===== src/rtl/dclk_mon_pkg.sv =====
// Shared state encoding and default parameters for the divided-clock monitor.
package dclk_mon_pkg;

    typedef enum logic [1:0] {
        IDLE      = 2'd0,
        WAIT_EDGE = 2'd1,
        ACQUIRE   = 2'd2,
        LOCKED    = 2'd3
    } state_t;

    localparam int DEF_DIV_RATIO = 2;
    localparam int DEF_LOCK_CNT  = 4;
    localparam int DEF_CNT_W     = 8;
    localparam int DEF_ERRCNT_W  = 8;

endpackage


===== src/rtl/dclk_edge_det.sv =====
// Samples the divided clock as data in the clk_small domain and flags its edges.
module dclk_edge_det (
    input  logic clk_small,
    input  logic rst,
    input  logic din,
    output logic s0,
    output logic rise,
    output logic fall
);

    logic s1;

    always_ff @(posedge clk_small) begin
        if (rst) begin
            s0 <= 1'b0;
            s1 <= 1'b0;
        end else begin
            s0 <= din;
            s1 <= s0;
        end
    end

    assign rise = s0 & ~s1;
    assign fall = ~s0 & s1;

endmodule


===== src/rtl/dclk_monitor.sv =====
// Divided-clock monitor: period/high-time measurement, lock acquisition, stall detection.
// Optional saturating error counter enabled by defining DCLK_MON_ERRCNT_EN.
//
// state     | meaning
// IDLE      | monitor disabled, nothing trusted
// WAIT_EDGE | enabled, waiting for a first rising edge to start measuring from
// ACQUIRE   | counting consecutive good periods towards lock
// LOCKED    | LOCK_CNT good periods seen; Dclk is trusted
module dclk_monitor
    import dclk_mon_pkg::*;
#(
    parameter int DIV_RATIO = DEF_DIV_RATIO,
    parameter int LOCK_CNT  = DEF_LOCK_CNT,
    parameter int CNT_W     = DEF_CNT_W,
    parameter int ERRCNT_W  = DEF_ERRCNT_W
) (
    input  logic                clk_small,
    input  logic                rst,
    input  logic                en,
    input  logic                dclk_in,
    output logic                rise_pulse,
    output logic                locked,
    output logic                err_pulse,
    output logic [CNT_W-1:0]    period,
    output logic [ERRCNT_W-1:0] err_count
);

    localparam logic [CNT_W-1:0] CNT_MAX = CNT_W'(2 * DIV_RATIO);
    localparam logic [CNT_W-1:0] DIV_C   = CNT_W'(DIV_RATIO);
    localparam logic [CNT_W-1:0] HALF_C  = CNT_W'(DIV_RATIO / 2);
    localparam logic [7:0]       LOCK_C  = 8'(LOCK_CNT);

    logic             s0;
    logic             rise;
    logic             fall_unused;
    logic [CNT_W-1:0] cnt;
    logic [CNT_W-1:0] hi;
    logic [CNT_W-1:0] meas_period;
    logic [CNT_W-1:0] meas_high;
    logic             good_period;
    logic             timeout;
    logic             measuring;
    logic             err_set;
    logic [7:0]       good;
    state_t           state;

    dclk_edge_det u_edge (
        .clk_small (clk_small),
        .rst       (rst),
        .din       (dclk_in),
        .s0        (s0),
        .rise      (rise),
        .fall      (fall_unused)
    );

    // Counters run regardless of state so a measurement is ready on any edge.
    always_ff @(posedge clk_small) begin
        if (rst) begin
            cnt <= '0;
            hi  <= '0;
        end else if (rise) begin
            cnt <= '0;
            hi  <= '0;
        end else begin
            if (cnt != CNT_MAX) cnt <= cnt + CNT_W'(1);
            if (s0 && (hi != CNT_MAX)) hi <= hi + CNT_W'(1);
        end
    end

    assign meas_period = cnt + CNT_W'(1);
    assign meas_high   = hi + CNT_W'(s0);
    assign good_period = (meas_period == DIV_C) && (meas_high == HALF_C);
    assign timeout     = !rise && (cnt == CNT_MAX);
    assign measuring   = (state == ACQUIRE) || (state == LOCKED);
    assign err_set     = en && measuring && ((rise && !good_period) || timeout);

    always_ff @(posedge clk_small) begin
        if (rst) begin
            state      <= IDLE;
            good       <= '0;
            rise_pulse <= 1'b0;
            err_pulse  <= 1'b0;
            locked     <= 1'b0;
            period     <= '0;
        end else if (!en) begin
            state      <= IDLE;
            good       <= '0;
            rise_pulse <= 1'b0;
            err_pulse  <= 1'b0;
            locked     <= 1'b0;
        end else begin
            rise_pulse <= rise;
            err_pulse  <= err_set;
            case (state)
                IDLE: state <= WAIT_EDGE;
                WAIT_EDGE: begin
                    if (rise) begin
                        state <= ACQUIRE;
                        good  <= '0;
                    end
                end
                ACQUIRE: begin
                    if (rise) begin
                        period <= meas_period;
                        if (good_period) begin
                            good <= good + 8'd1;
                            if (good + 8'd1 == LOCK_C) begin
                                state  <= LOCKED;
                                locked <= 1'b1;
                            end
                        end else begin
                            good <= '0;
                        end
                    end else if (timeout) begin
                        state <= WAIT_EDGE;
                    end
                end
                LOCKED: begin
                    if (rise) begin
                        period <= meas_period;
                        if (!good_period) begin
                            good   <= '0;
                            state  <= ACQUIRE;
                            locked <= 1'b0;
                        end
                    end else if (timeout) begin
                        state  <= WAIT_EDGE;
                        locked <= 1'b0;
                    end
                end
                default: state <= IDLE;
            endcase
        end
    end

`ifdef DCLK_MON_ERRCNT_EN
    always_ff @(posedge clk_small) begin
        if (rst) begin
            err_count <= '0;
        end else if (err_set && (err_count != '1)) begin
            err_count <= err_count + ERRCNT_W'(1);
        end
    end
`else
    assign err_count = '0;
`endif

endmodule

===== config.mk =====
export PLATFORM = sky130hd
export DESIGN_NAME = dclk_monitor
export DESIGN_NICKNAME = d
export VERILOG_FILES = /design/src/rtl/dclk_mon_pkg.sv /design/src/rtl/dclk_edge_det.sv /design/src/rtl/dclk_monitor.sv
export SDC_FILE = /design/constraint.sdc
export NUM_CORES = 1
export LEC_CHECK = 0
export BUFFER_PORTS_ARGS = -buffer_cell sky130_fd_sc_hd__buf_2
export CAP_MARGIN = 5
export CORE_MARGIN = 1
export CORE_UTILIZATION = 45
export CTS_CLUSTER_DIAMETER = 150
export DETAILED_ROUTE_END_ITERATION = 8
export SYNTH_ARGS = -nofsm -noshare
export SYNTH_HDL_FRONTEND = slang
export SYNTH_SLANG_ARGS = --single-unit

===== constraint.sdc =====
create_clock -name clk_small -period 2.35 [get_ports clk_small]
set_clock_uncertainty 0.1 [all_clocks]
set_input_delay 0.1175 -clock clk_small [delete_from_list [all_inputs] [get_ports clk_small]]
set_output_delay 0.1175 -clock clk_small [all_outputs]
set_load 0.05 [all_outputs]

==> impl_metrics.csv <==
group,metric,value,unit
finish,area_growth,15.6,%
synthesis,ys_seq_area_share,37.9,%
worst_setup_path,worst_path_max_delay_cell,"or4b_1",
hold_path,hold_start,"rst",
synthesis,synth_flop_cell,"dfxtp_1",
synthesis,synth.avg_cell_area,8.47,µm²
timing,finalCritPeriodShare,92.8,%
floorplanning,num_rows,24,
worst_setup_path,path_cells,"ha_1 -> nand2_1 -> or4b_1 -> a21oi_1 -> o2111a_2 -> nand3_4 -> o311ai_2",
synthesis,synth.top_cell.area_share,37.9,%
floorplanning,die_w,69.6,µm
power,power_frac_comb,8.6,%
synthesis,yosysTopAreaCell,"dfxtp_1",
worst_setup_path,cp_max_fo,5,
power,switching_power,346,µW
power,seqPwrFrac,46.1,%
cts,clock-root-buffer,"clkbuf_8",
cts,clock_latency,0.30,ns
synthesis,synthTopCellsByArea,"dfxtp_1 (38%), nor2_1 (6.7%), ha_1 (4.9%)",
floorplanning,io_pins,23,
floorplanning,chipHeight,69.6,µm
worst_setup_path,cp-end-kind,"register",
finish,layout-drive-gt1-share,16.2,%
power,power.share.clock,45.3,%
worst_setup_path,cp.arrival,2.30,ns
routing,ant_nets,0,
power,p_int,1.14,mW
timing,hold_viol,0,
timing,slew_violations,0,
worst_setup_path,crit_path_max_incr_delay,0.46,ns
power,p_sw_share,23.4,%
routing,viasPerCell,5.25,
global_routing,grtUsageTotal,18.2,%
synthesis,synth_edf_count,0,
power,power,1.48,mW
routing,first_pass_iters,4,
synthesis,synth.most_common_cell,"dfxtp_1",
finish,finish.utilization,54.3,%
synthesis,synth_common_cells,"dfxtp_1 (39), nor2_1 (37), inv_1 (14), nand3_1 (13)",
timing,rsz0062_at_grt,"no",
routing,drc,0,
cts,numCtsBuffers,5,
power,p_leak,0.881,nW
timing,period_minus_slack,2.18,ns
power,peakVddDrop,0.000355,V
timing,fmax,0.459,GHz
synthesis,async_reset_ff_share,0,%
floorplanning,fp.coreArea,4380,µm²
synthesis,yosys_warnings,0,
timing,setup_viol,0,
global_routing,grt_max_degree,16,
worst_setup_path,startpoint,"u_edge.s0$_SDFF_PP0_",
routing,num_vias,1701,
synthesis,synth.distinct_cells,46,
worst_setup_path,worstSetupPathType,"register to register",
global_routing,grt_pass1_vias,1563,
finish,fin_nets,283,
placed_design,gp_congestion,0.785,
floorplanning,die_area,4850,µm²
cts,cts_tree,"built",
cts,h-tree-depth,2,
cts,cts_resized,0,
routing,wire_per_inst,12.7,µm
outcome,status,"finished, final reports clean",
synthesis,ys_ff_latch,39,
cts,cts_sinks,39,
global_routing,gr-total-overflow,0,
cts,clockBufferDepth,2,
routing,drt_iter0_markers,62,
finish,fillers,429,
run,maxCapViolCount,0,
hold_path,hold_path_class,"primary input to register",
worst_setup_path,cp-start-kind,"register",
synthesis,netlist_area,2060,µm²
worst_setup_path,crit_required,2.47,ns
placed_design,port_buffers,14,
routing,routed_wl,4130,µm
timing,tns,0,ns
global_routing,grt_pass1_wl,7000,µm
placed_design,pre_cts_ws,0.120,ns
cts,clkTransAtPathRegs,0.09,ns
worst_setup_path,worstReg2RegStart,"u_edge.s0$_SDFF_PP0_",
placed_design,dp_hpwl,2950,µm
global_routing,antenna_found_initial,0,
power,power.density,623,nW/µm²
synthesis,syn_inst,243,
timing,finalWorstSetupSlack,0.170,ns
finish,antenna_cells,0,
floorplanning,start_util,46.9,%
-- power by group through the flow --
| stage | combinational (mW) | sequential, mW | clock (mW) |
|---|---|---|---|
| 2_1_floorplan | 0.101 | 0.698 | 0 |
| 3_3_place_gp | 0.125 | 0.698 | 0 |
| 3_5_place_dp | 0.126 | 0.698 | 0 |
| 4_1_cts | 0.128 | 0.682 | 0.682 |
| 5_1_grt | 0.141 | 0.685 | 0.708 |
| 6_report | 0.128 | 0.682 | 0.672 |
-- layer usage --
layer,wire [µm],vias to the layer above,global-route usage (%),part of all wire (%)
li1,-,887,-,-
met1,2120,785,23.8,51
met2,1810,24,28.5,44
met3,140,5,5.38,3.4
met4,60,0,6.22,1.5
met5,0,-,0,0
-- flip-flops by register name, summed over array words and instances (netlist names) --
name,flops
locked,1
hi,8
u_edge.s0,1
period,8
rise_pulse,1
state,2
good,8
u_edge.s1,1
cnt,8
err_pulse,1
-- layout make-up --
class                           count  area (µm²)  share of cell area (%)
Inverter                           14        52.6                    2.21
Tap cell                           52        65.1                    2.73
Multi-Input combinational cell    180        1140                    47.7
Clock inverter                      2        60.1                    2.52
Sequential cell                    39         781                    32.8
Clock buffer                        6        72.6                    3.05
Timing Repair Buffer               31         213                    8.94
-- cell families (layout without fill, tap and decap cells) --
logic type | after synthesis | after routing | share of synthesized area (%)
AO/OA/AOI/OAI | 43 | 43 | 14.6
XOR/XNOR | 18 | 18 | 7.66
adder cells (fa/ha/maj) | 8 | 8 | 4.86
buffers and inverters | 31 | 53 | 8.15
flip-flops | 39 | 39 | 37.9
multiplexers | 2 | 2 | 0.973
other | 1 | 8 | 0.182
AND/OR/NAND/NOR | 101 | 101 | 25.7
-- cells in the final DEF, fill, tap and decap left out, types with 3 or more instances in the layout --
cell / instances
dfxtp_1: 39
nor2_1: 37
buf_4: 15
inv_1: 14
buf_2: 14
nand3_1: 13
a21oi_1: 10
xnor2_1: 10
nand2_1: 10
xor2_1: 8
a211oi_1: 8
ha_1: 8
conb_1: 8
nor3_1: 6
nand4_1: 6
nand2b_1: 5
o21ai_0: 5
clkbuf_8: 5
a31oi_1: 4
nor4b_1: 3
and3_1: 3
nor4_1: 3
and2_1: 3
o22ai_1: 3
o21ai_1: 3
-- critical path, delay by kind of cell (launching register included) --
kind / cells / cell delay (ns)
fa+ha+maj: 1 / 0.23
compound gates: 3 / 0.69
simple gates: 3 / 0.69
flops: 1 / 0.39
-- timing repair --
action                                 in CTS  in global routing
endpoints found under the hold margin       1                  0
setup buffers                               0                  1
hold buffers                                1                  0
setup endpoints to repair                   0                  1
-- final timing paths --
path | depth (start not counted) | slack (ns) | end
min reg2reg | 2 | 0.39 | good[1]$_SDFFE_PP0P_
max reg2reg | 7 | 0.17 | good[2]$_SDFFE_PP0P_
min | 2 | 0.07 | u_edge.s1$_SDFF_PP0_
max | 7 | 0.17 | good[2]$_SDFFE_PP0P_
-- through the flow --
stage | hold WS (ns) | area (µm²) | std cells
after global placement | 0.261 | 2220 | 314
after floorplan | 0.146 | 2080 | 250
after global routing | 0.0782 | 2380 | 324
after CTS | 0.0565 | 2360 | 323
final | 0.0652 | 2380 | 324
after detailed placement | 0.241 | 2220 | 314
Power figures use the tool's default switching activity.
